**config.mk**
```make
export PLATFORM = sky130hd
export DESIGN_NAME = fib_stream_gen_flat
export DESIGN_NICKNAME = d
export VERILOG_FILES = /design/src/rtl/fib_stream_gen_if.sv /design/src/rtl/fib_stream_gen.sv /design/src/flat_wrapper.sv
export SDC_FILE = /design/constraint.sdc
export NUM_CORES = 1
export LEC_CHECK = 0
export ABC_AREA = 1
export CELL_PAD_IN_SITES_DETAIL_PLACEMENT = 0
export CELL_PAD_IN_SITES_GLOBAL_PLACEMENT = 1
export CORE_ASPECT_RATIO = 2
export CORE_MARGIN = 1.5
export CORE_UTILIZATION = 42
export DETAILED_ROUTE_END_ITERATION = 10
export HOLD_SLACK_MARGIN = 0.1
export PLACE_DENSITY_LB_ADDON = 0.1
export SYNTH_ARGS = -nofsm -noshare
export SYNTH_HDL_FRONTEND = slang
export SYNTH_SLANG_ARGS = --single-unit
```
**constraint.sdc**
```tcl
create_clock -name clk -period 3.3 [get_ports clk]
set_input_delay 0.495 -clock clk [delete_from_list [all_inputs] [get_ports clk]]
set_output_delay 0.495 -clock clk [all_outputs]
set_load 0.005 [all_outputs]
```
**src/rtl/fib_stream_gen_if.sv**
```systemverilog
// Stream bundle carrying Fibonacci terms from the generator to a consumer.
// Master drives data/valid, slave drives ready.
interface fib_stream_gen_if #(
  parameter int N = 4
);

  logic [N-1:0] out_data;
  logic         out_valid;
  logic         out_ready;

  modport master (
    output out_data,
    output out_valid,
    input  out_ready
  );

  modport slave (
    input  out_data,
    input  out_valid,
    output out_ready
  );

endinterface

```
**src/rtl/fib_stream_gen.sv**
```systemverilog
// Fibonacci term generator with a valid/ready output stream.
// Optional macro FIB_SKIP_DUP_EN drops the duplicate second 1.
module fib_stream_gen #(
  parameter int N = 4
) (
  input  logic                   clk,
  input  logic                   rst,
  input  logic                   start,
  input  logic [7:0]             count,
  fib_stream_gen_if.master       strm,
  output logic                   busy,
  output logic                   done,
  output logic                   overflow
);

  typedef enum logic [1:0] {
    IDLE,
    RUN,
    DONE
  } state_t;

  state_t       state;
  logic [N-1:0] a;
  logic [N:0]   b;
  logic [7:0]   remaining;
  logic         valid;

  logic [N:0]   sum;
  logic [N:0]   nxt_a;
  logic [N:0]   nxt_b;
  logic         fire;
  logic         last;

`ifdef FIB_SKIP_DUP_EN
  logic         first;
`endif

  assign strm.out_data  = a;
  assign strm.out_valid = valid;

  assign fire = valid && strm.out_ready;
  assign last = (remaining == 8'd1);

  // Next recurrence step; the extra bit exposes terms that no longer fit.
  always_comb begin
    sum   = {1'b0, a} + b;
    nxt_a = b;
    nxt_b = sum;
`ifdef FIB_SKIP_DUP_EN
    if (first) begin
      nxt_a = sum;
      nxt_b = b + sum;
    end
`endif
  end

  // Control FSM; every output is registered here.
  always_ff @(posedge clk or posedge rst) begin
    if (rst) begin
      state     <= IDLE;
      a         <= '0;
      b         <= (N+1)'(1);
      remaining <= 8'd0;
      valid     <= 1'b0;
      busy      <= 1'b0;
      done      <= 1'b0;
      overflow  <= 1'b0;
`ifdef FIB_SKIP_DUP_EN
      first     <= 1'b0;
`endif
    end else begin
      done <= 1'b0;
      unique case (state)
        IDLE, DONE: begin
          if (start) begin
            a         <= '0;
            b         <= (N+1)'(1);
            remaining <= count;
            overflow  <= 1'b0;
`ifdef FIB_SKIP_DUP_EN
            first     <= 1'b1;
`endif
            if (count != 8'd0) begin
              state <= RUN;
              valid <= 1'b1;
              busy  <= 1'b1;
            end else begin
              state <= DONE;
              done  <= 1'b1;
            end
          end
        end
        RUN: begin
          if (fire) begin
            remaining <= remaining - 8'd1;
            b         <= nxt_b;
`ifdef FIB_SKIP_DUP_EN
            first     <= 1'b0;
`endif
            // Keep the last in-range term when the next one overflows.
            if (!nxt_a[N]) begin
              a <= nxt_a[N-1:0];
            end
            if (last || nxt_a[N]) begin
              state    <= DONE;
              valid    <= 1'b0;
              busy     <= 1'b0;
              done     <= 1'b1;
              overflow <= !last;
            end
          end
        end
        default: begin
          state <= IDLE;
          valid <= 1'b0;
          busy  <= 1'b0;
        end
      endcase
    end
  end

endmodule

```
**src/flat_wrapper.sv**
```systemverilog
// flat-port wrapper written by rule: the top's interface ports become plain ports
module fib_stream_gen_flat 
#(
  parameter int N = 4
)
  (clk, rst, start, count, busy, done, overflow, strm_out_data, strm_out_valid, strm_out_ready);
  fib_stream_gen_if #(.N(N)) strm_i ();
  input  logic clk;
  input  logic rst;
  input  logic start;
  input  logic [7:0] count;
  output logic busy;
  output logic done;
  output logic overflow;
  output wire logic [$bits(strm_i.out_data)-1:0] strm_out_data;
  output wire logic [$bits(strm_i.out_valid)-1:0] strm_out_valid;
  input wire logic [$bits(strm_i.out_ready)-1:0] strm_out_ready;
  assign strm_out_data = strm_i.out_data;
  assign strm_out_valid = strm_i.out_valid;
  assign strm_i.out_ready = strm_out_ready;
  fib_stream_gen #(.N(N)) u_core (.clk(clk), .rst(rst), .start(start), .count(count), .strm(strm_i), .busy(busy), .done(done), .overflow(overflow));
endmodule
```
==> results of run 1 <==
==> area by class of cell <==
| class | count | area (um2) |
|---|---|---|
| fill | 292 | 1410 |
| multi-input combinational | 126 | 659 |
| timing repair buffer | 19 | 190 |
| tap | 30 | 37.5 |
| inverter | 20 | 75.1 |
| clock buffer | 4 | 55.1 |
| sequential | 22 | 552 |
==> placed cells by master (no fill, tap or decap) <==
cell	instances
nand3_2	1
ha_1	6
a21oi_2	1
inv_1	16
nand3_1	21
fa_1	1
nand4_1	2
nor2_2	1
a21oi_1	4
dfstp_2	1
o21ai_0	7
xnor2_1	2
nor2_4	1
nand2_2	1
nor2_1	13
o22a_1	1
clkdlybuf4s50_1	19
nand2_1	51
xor2_1	2
inv_2	4
or2_2	1
a22o_1	1
o211ai_1	2
o21ai_1	7
clkbuf_8	4
dfrtp_1	21
==> worst register-to-register path, cell delays in order, from the launching register on <==
cell and delay [ns]:
dfrtp_1 0.48, inv_2 0.11, nor2_4 0.32, nand2_2 0.12, nand3_2 0.23, inv_2 0.17
o21ai_0 0.10, o21ai_0 0.10
==> metal layers <==
metal  GRT usage  wire [um]
met1       0.233       1370
met2       0.397       1750
met4      0.0969         87
met5           0          0
met3      0.0196         44
==> stage by stage <==
step | power [mW] | area (um2) | utilization
detailed placement | 0.298 | 1510 | 0.508
finish | 0.492 | 1570 | 0.527
floorplan | 0.281 | 1320 | -
global route | 0.507 | 1570 | 0.527
global placement | 0.297 | 1510 | 0.508
CTS | 0.496 | 1570 | 0.527
==> cell families (layout without fill, tap and decap cells) <==
group           count (synthesis)  after routing  synth area share
compound gates                 23             23            0.0997
xor+xnor                        4              4            0.0266
fa+ha+maj                       7              7            0.0722
buf+inv                        24             43            0.0807
flops                          22             22             0.419
simple gates                   92             92             0.302
==> registers in the layout, summed over array words and instances (netlist names) <==
signal / flops
u_core.remaining: 8
u_core.overflow: 1
u_core.state: 2
u_core.strm.out_valid: 1
u_core.done: 1
u_core.strm.out_data: 4
u_core.b: 5
==> cells in the mapped netlist, drive strengths merged <==
cell type  number  area, um2
inv            20       75.1
a22o            1       8.76
xnor2           2       17.5
buf             4       31.3
fa              1       20.0
or2             1       6.26
ha              6       75.1
nor2           15       66.3
nand4           2       12.5
nand2          52        198
dfrtp          21        526
o211ai          2       15.0
xor2            2       17.5
o22a            1       8.76
o21ai          14       70.1
dfstp           1       26.3
a21oi           5       28.8
nand3          22        115
==> worst paths after layout <==
kind	start	end	slack (ns)	depth (start not counted)
max in group asynchronous	rst	u_core.b[2]$_DFFE_PP0P_	2.07	2
min in group asynchronous	rst	u_core.remaining[7]$_DFFE_PP0P_	0.70	2
worst min-delay path	u_core.overflow$_DFFE_PP0P_	u_core.overflow$_DFFE_PP0P_	0.50	2
worst max register to register	u_core.state[0]$_DFFE_PP0P_	u_core.remaining[3]$_DFFE_PP0P_	1.54	7
worst max-delay path	u_core.state[0]$_DFFE_PP0P_	u_core.remaining[3]$_DFFE_PP0P_	1.54	7
worst min register to register	u_core.overflow$_DFFE_PP0P_	u_core.overflow$_DFFE_PP0P_	0.50	2
==> power breakdown <==
| part | internal [mW] | switching [mW] |
|---|---|---|
| sequential | 0.269 | 0 |
| combinational | 0.0124 | 0.0103 |
| clock | 0.107 | 0.0938 |
==> flow_summary_export.csv, run 1 <==
group,metric,value,unit
clock_network,path_clk_slew,0.09,ns
timing,fin_crit,1.76,ns
worst_setup_path,critPathArrivalTime,1.92,ns
clock_network,post_cts_resized,0,
floorplanning,rows,28,
timing,finalSetupTns,0,ns
power_and_ir_drop,max-vdd-ir-drop,0.270,mV
global_routing,grt_overflow_total,0,
timing,slew_viol_final,0,
detailed_routing,avgViaCountPerCell,5.28,
finish,nets,211,
finish,syn_to_final_growth,19.1,%
yosys,postSynthAreaPerCell,7.66,um2
global_routing,first_global_vias,1228,
detailed_routing,wl_per_cell,14.7,um
clock_network,tritoncts,"yes",
finish,diodes,0,
detailed_routing,dr.pass1.iters,6,
worst_setup_path,critPathKind,"flop to flop",
yosys,synth-seq-cells,22,
yosys,synth_cell_types,27,
worst_hold_path,hold_class,"flop to flop",
yosys,netlist_instances,172,
placed_design,dp_hpwl,2520,um
timing,fin_skew,0.00766,ns
timing,tightest_slew,0.859,ns
worst_setup_path,crit_slowest_cell,"dfrtp_1",
timing,hold_viol,0,
clock_network,cts_max_path_buffers,2,
clock_network,postCtsHoldBufs,0,
global_routing,grt_pass1_wl,5490,um
floorplanning,core_area,2980,um2
detailed_routing,vias,1167,
finish,layout-drive-gt1-share,0.0785,
clock_network,worstSkewPairLatency,0.27,ns
job,maxCapViolations,0,
timing,max_slew_margin,0.427,
timing,layout_setup_ws,1.54,ns
global_routing,antenna_found_initial,0,
clock_network,cts_setup_buffers,0,
worst_setup_path,crit_family,"simple AND/OR/NAND/NOR gates",
worst_setup_path,cpPeakStageDelay,0.48,ns
floorplanning,die_area,3500,um2
worst_setup_path,path_max_fanout,14,
timing,finalCritPeriodShare,0.534,
detailed_routing,finalWirelength,3260,um
yosys,syn-cell-area,1320,um2
floorplanning,pin_count,20,
timing,holdWs,0.495,ns
worst_setup_path,end_kind,"flop",
placed_design,pre_cts_ws,1.25,ns
floorplanning,die_h,82.2,um
placed_design,post-place-cells,217,
detailed_routing,drtIter0Drc,38,
yosys,syn_nets,191,
timing,rsz0062_at_grt,"false",
detailed_routing,postRouteAntennaNets,0,
yosys,ys_warn_count,0,
yosys,ys_seq_area_frac,0.419,
worst_setup_path,worst-path-buf-inv,2,
global_routing,grt_max_degree,23,
detailed_routing,drc,0,
floorplanning,start_util,0.442,
timing,setup_viol,0,
worst_setup_path,path_cells,"inv_2, nor2_4, nand2_2, nand3_2, inv_2, o21ai_0, o21ai_0",
global_routing,grt_usage,0.211,
clock_network,clkSinkCount,22,
power_and_ir_drop,p_leak,0.783,nW
power_and_ir_drop,power.density,314,nW/um2
worst_setup_path,start_kind,"flop",
clock_network,cts_made_buffers,3,
placed_design,place.gp.congestion,0.788,
finish,fin_cells,221,
clock_network,clockRootBuffer,"clkbuf_8",
floorplanning,die-width,42.6,um
worst_setup_path,required,3.46,ns
run_status,status,"finished clean",
placed_design,port_buffers,19,
clock_network,cts-htree-levels,1,
timing,fmax,567,MHz
(Power assumes the default switching activity.)
==> inputs of run 2 (changes only) <==
--- a/config.mk
+++ b/config.mk
@@ -10,7 +10,7 @@
 export CELL_PAD_IN_SITES_GLOBAL_PLACEMENT = 1
 export CORE_ASPECT_RATIO = 2
 export CORE_MARGIN = 1.5
-export CORE_UTILIZATION = 42
+export CORE_UTILIZATION = 35
 export DETAILED_ROUTE_END_ITERATION = 10
 export HOLD_SLACK_MARGIN = 0.1
 export PLACE_DENSITY_LB_ADDON = 0.1
==> constraint.sdc (replaced) <==
create_clock -name clk -period 1.45 [get_ports clk]
set_input_delay 0.2175 -clock clk [delete_from_list [all_inputs] [get_ports clk]]
set_output_delay 0.2175 -clock clk [all_outputs]
set_load 0.005 [all_outputs]
==> run 2 against run 1 <==
  * The flow now finishes with violations (negative setup slack)
  * Final cell count rose by 20%
  * Combinational power rose by 150%
  * Core utilization fell by 1.4 points
  * Via count rose by 7.6%
  * Largest cell class unchanged
  * Sequential cell count did not move
  * Critical endpoint is now u_core.b[1]$_DFFE_PP0P_
  * Fmax rose by 21%
  * Total power rose by 120%
  * Global-route usage fell by 1.8 points
==> flow_summary_export.csv, run 2 (synthesized netlist as in run 1, its figures left out) <==
group,metric,value,unit
worst_hold_path,hold_class,"input port to async pin",
timing,slew_viol_final,0,
clock_network,clockRootBuffer,"clkbuf_8",
timing,hold_viol,0,
floorplanning,die-width,46.4,um
floorplanning,core_area,3610,um2
floorplanning,pin_count,20,
detailed_routing,finalWirelength,3510,um
power_and_ir_drop,max-vdd-ir-drop,0.476,mV
timing,fmax,685,MHz
finish,fin_cells,266,
finish,syn_to_final_growth,40.5,%
timing,layout_setup_ws,-0.00895,ns
worst_setup_path,path_max_fanout,2,
worst_setup_path,path_cells,"ha_4, fa_2, a22o_1",
worst_setup_path,cpPeakStageDelay,0.56,ns
detailed_routing,wl_per_cell,13.2,um
finish,diodes,0,
placed_design,post-place-cells,260,
power_and_ir_drop,p_leak,0.949,nW
global_routing,grt_max_degree,23,
finish,layout_commonest_cell,"nand2_1",
timing,tightest_slew,0.294,ns
worst_setup_path,required,1.60,ns
job,maxCapViolations,0,
worst_setup_path,critPathKind,"flop to flop",
clock_network,cts-htree-levels,1,
placed_design,port_buffers,19,
clock_network,worstSkewPairLatency,0.26,ns
timing,finalCritPeriodShare,1.01,
placed_design,pre_cts_ws,-0.127,ns
clock_network,cts_made_buffers,3,
placed_design,place.gp.congestion,0.753,
finish,largest_reg_flops,8,
finish,fin_util,0.513,
global_routing,grt_usage,0.192,
clock_network,tritoncts,"yes",
run_status,violations,"negative setup slack",
timing,fin_skew,0.00444,ns
clock_network,clkSinkCount,22,
finish,regMostFlops,"u_core.remaining",
floorplanning,die_h,89.8,um
global_routing,antenna_found_initial,0,
clock_network,postCtsHoldBufs,0,
worst_setup_path,end_kind,"flop",
placed_design,dp_hpwl,2810,um
finish,nets,237,
timing,max_slew_margin,0.804,
timing,rsz0062_at_grt,"true",
worst_setup_path,worst_r2r_path_depth,3,
power_and_ir_drop,power.density,575,nW/um2
global_routing,grt_overflow_total,0,
clock_network,cts_max_path_buffers,2,
worst_setup_path,start_kind,"flop",
detailed_routing,drc,0,
floorplanning,start_util,0.365,
floorplanning,rows,31,
timing,finalSetupTns,-0.00895,ns
global_routing,grt_pass1_wl,5830,um
floorplanning,die_area,4160,um2
clock_network,path_clk_slew,0.08,ns
timing,setup_viol,1,
worst_setup_path,crit_slowest_cell,"dfstp_2",
worst_setup_path,critPathArrivalTime,1.61,ns
detailed_routing,dr.pass1.iters,4,
global_routing,first_global_vias,1316,
detailed_routing,postRouteAntennaNets,0,
finish,layout-drive-gt1-share,0.230,
detailed_routing,vias,1256,
run_status,status,"finished with violations",
detailed_routing,avgViaCountPerCell,4.72,
timing,fin_crit,1.46,ns
detailed_routing,drtIter0Drc,24,
finish,final_cell_mix,"50 x nand2_1, 26 x buf_4, 20 x dfrtp_1",
[run 2: changes by cell type in the layout (fill, tap and decap cells not counted), sizes merged]
| cell | delta |
|---|---|
| buf | +26 |
| clkdlybuf4s50 | -5 |
| dlygate4sd2 | +3 |
| dlymetal6s2s | +2 |
[run 2: routing by layer]
metal	vias to the layer above	share of wire	routed length (um)	global-route usage
met4	0	0.017	60	0.0667
met3	6	0.017	58	0.0181
met5	-	0	0	0
li1	642	-	-	-
met2	17	0.60	2090	0.366
met1	591	0.37	1300	0.196
[run 2: critical path: cells and delay by family, from the launching register on]
kind            cells  cell delay, ns
compound gates      1            0.22
flops               1            0.56
fa+ha+maj           2            0.56
[run 2: worst paths after layout]
path,startpoint,endpoint,slack [ns]
setup reg to reg,u_core.b[0]$_DFFE_PP1P_,u_core.b[1]$_DFFE_PP0P_,-0.009
hold / removal,rst,u_core.remaining[0]$_DFFE_PP0P_,0.29
hold reg to reg,u_core.overflow$_DFFE_PP0P_,u_core.overflow$_DFFE_PP0P_,0.48
setup / recovery,u_core.b[0]$_DFFE_PP1P_,u_core.b[1]$_DFFE_PP0P_,-0.009
min in group clk,u_core.overflow$_DFFE_PP0P_,u_core.overflow$_DFFE_PP0P_,0.48
max in group asynchronous,rst,u_core.b[0]$_DFFE_PP1P_,0.88
[run 2: stage by stage]
| stage | power, mW | hold WS (ns) | instance area, um2 |
|---|---|---|---|
| after floorplan | 0.640 | 0.206 | 1320 |
| after global placement | 0.681 | 0.465 | 1720 |
| after detailed placement | 0.683 | 0.467 | 1720 |
| after CTS | 1.08 | 0.310 | 1800 |
| after global routing | 1.10 | 0.324 | 1850 |
| final | 1.06 | 0.293 | 1850 |
[run 2: cell type report]
class	instances	area, um2
clock buffer	4	45.0
fill	366	1760
inverter	20	77.6
multi-input combinational	126	727
sequential	22	553
tap	49	61.3
timing repair buffer	45	387
[run 2: what timing repair did]
action | CTS | global route
endpoints found under the setup margin | 8 | 15
buffers inserted | 0 | 2
resized for setup | 9 | 10
pin swaps | 0 | 2
[run 2: report_power, final]
part | internal [mW] | total [mW] | switching (mW)
Combinational | 0.0317 | 0.0560 | 0.0243
Sequential | 0.613 | 0.613 | 0
Clock | 0.196 | 0.395 | 0.199
Total | 0.841 | 1.06 | 0.224
==> edit 1 (config.mk and constraints of run 2) <==
Re-encode `state_t` (3 states) as one-hot, 3 bits wide.
--- a/src/rtl/fib_stream_gen.sv
+++ b/src/rtl/fib_stream_gen.sv
@@ -13,10 +13,10 @@
   output logic                   overflow
 );
 
-  typedef enum logic [1:0] {
-    IDLE,
-    RUN,
-    DONE
+  typedef enum logic [2:0] {
+    IDLE = 3'b001,
+    RUN  = 3'b010,
+    DONE = 3'b100
   } state_t;
 
   state_t       state;
Check against the original RTL: no difference found for any inputs over 10 cycles, from zero or initial values and one cycle with rst high; not proved beyond that.
==> edit 1 against run 2 <==
Sequential cell count increased by 1; worst setup slack better by 53 ps; synthesized cell count grew 13%; final area increased by 10%; area after synthesis increased by 15%; non-clock buffer count down 3; count of clock-buffer cells in the layout shrank 1; wire length is 12% higher; global-route usage decreased by 1.8 points; core utilization decreased by 1.8 points; worst hold slack worse by 13 ps; critical path type unchanged.
Power is left out: it rests on default switching activity, and per cell area and clock period it moved more than threefold.
==> edit 1: results (changes against run 2) <==
Run status
  • Status: finished clean

Detailed routing
  • Total wire length after detailed routing: 3930 um (+12%)
  • Via density per instance: 4.84 (+2.6%)
  • Detailed Route Iter0 Violations: 27 (+13%)

GRT
  • Combined global-route utilization of all metal layers: 0.174 (-0.0183)
  • Maximum number of pins on one net before global-route repair: 24 (+4.3%)
  • Wire length of the first global-routing pass: 6270 um (+7.5%)

Logic synthesis
  • Synth top cells by count: 54 x sky130_fd_sc_hd__nand2_1, 21 x sky130_fd_sc_hd__dfrtp_1, 21 x sky130_fd_sc_hd__nand3_1
  • Syn nets: 214 (+12%)
  • Most common flop cell mapped by yosys: sky130_fd_sc_hd__dfrtp_1
  • Biggest area contributors in the synthesized netlist: sky130_fd_sc_hd__dfrtp_1 35%, sky130_fd_sc_hd__nand2_1 13%, sky130_fd_sc_hd__nand3_1 6.9%
  • Flops & latches, synth: 23 (+4.5%)
  • Count of different cell masters after synthesis: 29 (+7.4%)
  • Share of synthesized area occupied by flip-flops and latches: 0.380 (-0.0386)

Clock network
  • Number of instances resized during post-cts repair: 5 (-4)
  • Post-CTS setup buffer count: 1 (+1)

Placement
  • Worst-case setup slack after placement: -65.4 ps (+61.7 ps)
  • Post-detail-place hpwl: 2890 um (+2.8%)
  • Routability Congestion: 0.771 (+2.4%)

Cells and area
  • Number of filler instances in the final layout: 431 (+18%)
  • Fraction of final layout cells sized beyond drive strength 1: 0.287 (+0.0565)
  • Data-path buffer share of cell area in the final layout: 0.184 (-0.0252)
  • Area taken by flip-flops and latches: 578 um^2 (+4.5%)
  • Multi-input gate area in the final layout: 880 um^2 (+21%)
  • Count of plain and timing-repair buffers: 42 (-6.7%)
  • Final clock-cell share: 0.0227 (-0.00168)
  • Non-clock inverter count in the final layout: 23 (+15%)
  • NumNets Final: 257 (+8.4%)
  • Clock tree buffer count of the final layout: 3 (-1)
  • Multi-input logic cell count: 145 (+15%)

Worst setup path
  • Worst r2r src: u_core.state[0]
  • Worst-path maximum fanout: 5 (+3)
  • Critical path arrival: 1570 ps (-40 ps)

Timing
  • Final clock skew: 2.51 ps (-1.94 ps)
-- edit 1: worst max-delay path: stages, from the launching register on --
cell,delay (ps)
sky130_fd_sc_hd__dfstp_2,570
sky130_fd_sc_hd__inv_4,70
sky130_fd_sc_hd__nand2_8,80
sky130_fd_sc_hd__nand3_4,100
sky130_fd_sc_hd__o21ai_4,110
sky130_fd_sc_hd__nand2_4,120
sky130_fd_sc_hd__buf_4,150
sky130_fd_sc_hd__nand2_1,40
sky130_fd_sc_hd__o21ai_1,50
-- edit 1: final timing paths --
check / to / slack (ps) / depth (start not counted)
max: u_core.b[4] / 40 / 8
min: u_core.strm.out_data[3] / 280 / 3
max reg2reg: u_core.b[4] / 40 / 8
min reg2reg: u_core.b[0] / 490 / 2
max in group asynchronous: u_core.state[0] / 870 / 3
min in group clk: u_core.b[0] / 490 / 2
-- edit 1: stage by stage --
stage | area, um^2 | cells | utilization
2_1_floorplan | 1520 | 195 | -
3_3_place_gp | 1850 | 278 | 0.448
3_5_place_dp | 1850 | 278 | 0.448
4_1_cts | 1920 | 283 | 0.465
5_1_grt | 2040 | 289 | 0.495
6_report | 2040 | 289 | 0.495
-- edit 1: logic make-up (layout without fill, tap and decap cells) --
group           Yosys count  count (layout)  synth area share
flops                    23              23             0.380
buf+inv                  28              69            0.0922
compound gates           25              25             0.102
simple gates            111             112             0.357
xor+xnor                  1               1           0.00576
fa+ha+maj                 7               7            0.0626
-- edit 1: layer usage --
| layer | part of all wire | global-route usage | vias to the layer above |
|---|---|---|---|
| met5 | 0 | 0 | - |
| met4 | 0.014 | 0.0718 | 0 |
| met3 | 0.021 | 0.0217 | 4 |
| met2 | 0.58 | 0.349 | 19 |
| met1 | 0.38 | 0.174 | 667 |
| li1 | - | - | 710 |
==> edit 2 (config.mk and constraints of run 2) <==
Without the edit above. Build with the macro `FIB_SKIP_DUP_EN` defined.
--- a/src/rtl/fib_stream_gen.sv
+++ b/src/rtl/fib_stream_gen.sv
@@ -1,5 +1,7 @@
 // Fibonacci term generator with a valid/ready output stream.
 // Optional macro FIB_SKIP_DUP_EN drops the duplicate second 1.
+`define FIB_SKIP_DUP_EN
+
 module fib_stream_gen #(
   parameter int N = 4
 ) (
Formal check against the unedited RTL: not equivalent (a bounded check fails within 4 cycles, from zero or initial values and one cycle with rst high).
==> edit 2 against run 2 <==
Via count increased by 34%; area after synthesis increased by 23%; die area rose by 22%; core utilization rose by 2.3 points; synthesized cell count up 33%; cell count up 30%; highest routed layer unchanged; final area rose by 27%; the flow still finishes with violations (negative setup slack); largest cell class unchanged; sequential cell count grew 1; worst setup slack worse by 720 ps; wire length rose by 27%.
Power is not compared: it rests on default switching activity, and its combinational part moved more than twofold at a synthesized area within 25%.
==> edit 2: results (changes against run 2) <==
Cells and area
  • Fraction of final layout cells sized beyond drive strength 1: 0.275 (+0.0445)
  • NumNets Final: 316 (+33%)
  • Number of non-filler instances in the completed layout: 345 (+30%)

Logic synthesis
  • Count of mapped cells out of synthesis: 229 (+33%)
  • Synth top cells by count: 51 x sky130_fd_sc_hd__nand2_1, 31 x sky130_fd_sc_hd__inv_1, 26 x sky130_fd_sc_hd__nand3_1
  • Share of synthesized area occupied by flip-flops and latches: 0.355 (-0.0636)
  • Count of different cell masters after synthesis: 28 (+3.7%)
  • Syn nets: 253 (+32%)
  • Biggest area contributors in the synthesized netlist: sky130_fd_sc_hd__dfrtp_1 34%, sky130_fd_sc_hd__nand2_1 12%, sky130_fd_sc_hd__nand3_1 8.0%

GRT
  • Combined global-route utilization of all metal layers: 0.195 (+0.00254)
  • Maximum number of pins on one net before global-route repair: 24 (+4.3%)

Timing
  • Accumulated negative setup slack: -7530 ps (-7520 ps)
  • Final clock skew: 3.67 ps (-0.778 ps)
  • Tightest slew margin relative to the limit: 0.813 (+0.00929)
  • Setup violation total in the final timing report: 13 (+12)
  • Worst-case setup margin in the final layout: -726 ps (-717 ps)

Detailed routing
  • Via density per instance: 4.89 (+3.6%)
  • Total wire length after detailed routing: 4440 um (+27%)
  • Detailed Route Iter0 Violations: 30 (+25%)

Placement
  • Routability Congestion: 0.786 (+4.4%)
  • DP Cell Count: 337 (+30%)
  • Instance area after placement: 2200 um^2 (+28%)

Run status
  • Status: finished with violations
  • Failing checks: negative setup slack

Worst setup path
  • Top cell family by delay on the critical path: adder cells
  • Worst-path maximum fanout: 4 (+2)
## edit 2: changes by cell type after synthesis, sizes merged, moves of 2 or more
cell / delta
ha: +4
a21oi: +8
xnor2: -2
nand3: +4
nand3b: +2
nand2: +2
nor2: +11
o21ai: +11
inv: +15
## edit 2: kinds of logic after synthesis
group / share of synthesized area
simple gates: 0.296
buf+inv: 0.102
fa+ha+maj: 0.102
xor+xnor: 0.00539
compound gates: 0.139
flops: 0.355
## edit 2: area by class of cell
type,count,area [um^2]
multi-input cells,166,982
well taps,54,67.6
fillers,446,2030
clock buffers,4,45.0
inverters,35,134
flip-flops and latches,23,577
repair buffers,63,543
## edit 2: where the power goes
group,leakage (nW),switching [mW],internal (mW)
Sequential,0.284,0.0116,0.656
Clock,0.0228,0.221,0.196
Combinational,0.921,0.0959,0.0990
## edit 2: layer usage
metal | up-vias | part of all wire | GRT usage
met4 | 0 | 0.0086 | 0.0624
met3 | 2 | 0.013 | 0.0195
met1 | 802 | 0.38 | 0.196
met2 | 16 | 0.60 | 0.392
li1 | 867 | - | -
met5 | - | 0 | 0
## edit 2: path summary, 6_finish.rpt
| kind | endpoint | slack [ps] | cells after the start |
|---|---|---|---|
| min | u_core.b[1] | 270 | 3 |
| min reg2reg | u_core.overflow | 480 | 2 |
| max | u_core.b[4] | -730 | 14 |
| max reg2reg | u_core.b[4] | -730 | 14 |
| max in group asynchronous | u_core.b[0] | 950 | 3 |
| min in group clk | u_core.overflow | 480 | 2 |
## edit 2: through the flow
stage                     hold WS [ps]  worst slack (ps)
after global placement             457              -775
after floorplan                    219              -736
after CTS                          273              -757
after global routing               307              -844
after detailed placement           467              -813
final                              271              -726
## edit 2: worst reg2reg max path, cell delays in order, from the launching register on
cell	delay, ps
sky130_fd_sc_hd__dfstp_2	560
sky130_fd_sc_hd__ha_4	130
sky130_fd_sc_hd__inv_2	30
sky130_fd_sc_hd__fa_2	340
sky130_fd_sc_hd__xor2_1	140
sky130_fd_sc_hd__inv_1	100
sky130_fd_sc_hd__ha_4	290
sky130_fd_sc_hd__inv_2	30
sky130_fd_sc_hd__nor2_2	80
sky130_fd_sc_hd__o21ai_1	70
sky130_fd_sc_hd__nand2_1	80
sky130_fd_sc_hd__nand2_1	50
sky130_fd_sc_hd__nand2_1	50
sky130_fd_sc_hd__nand3_1	70
sky130_fd_sc_hd__o21ai_1	70
## edit 2: what timing repair did
action	in CTS	in global routing
gates cloned	0	0
resized for setup	19	8
setup buffers	3	1
pin swaps	14	6
endpoints found under the setup margin	16	15
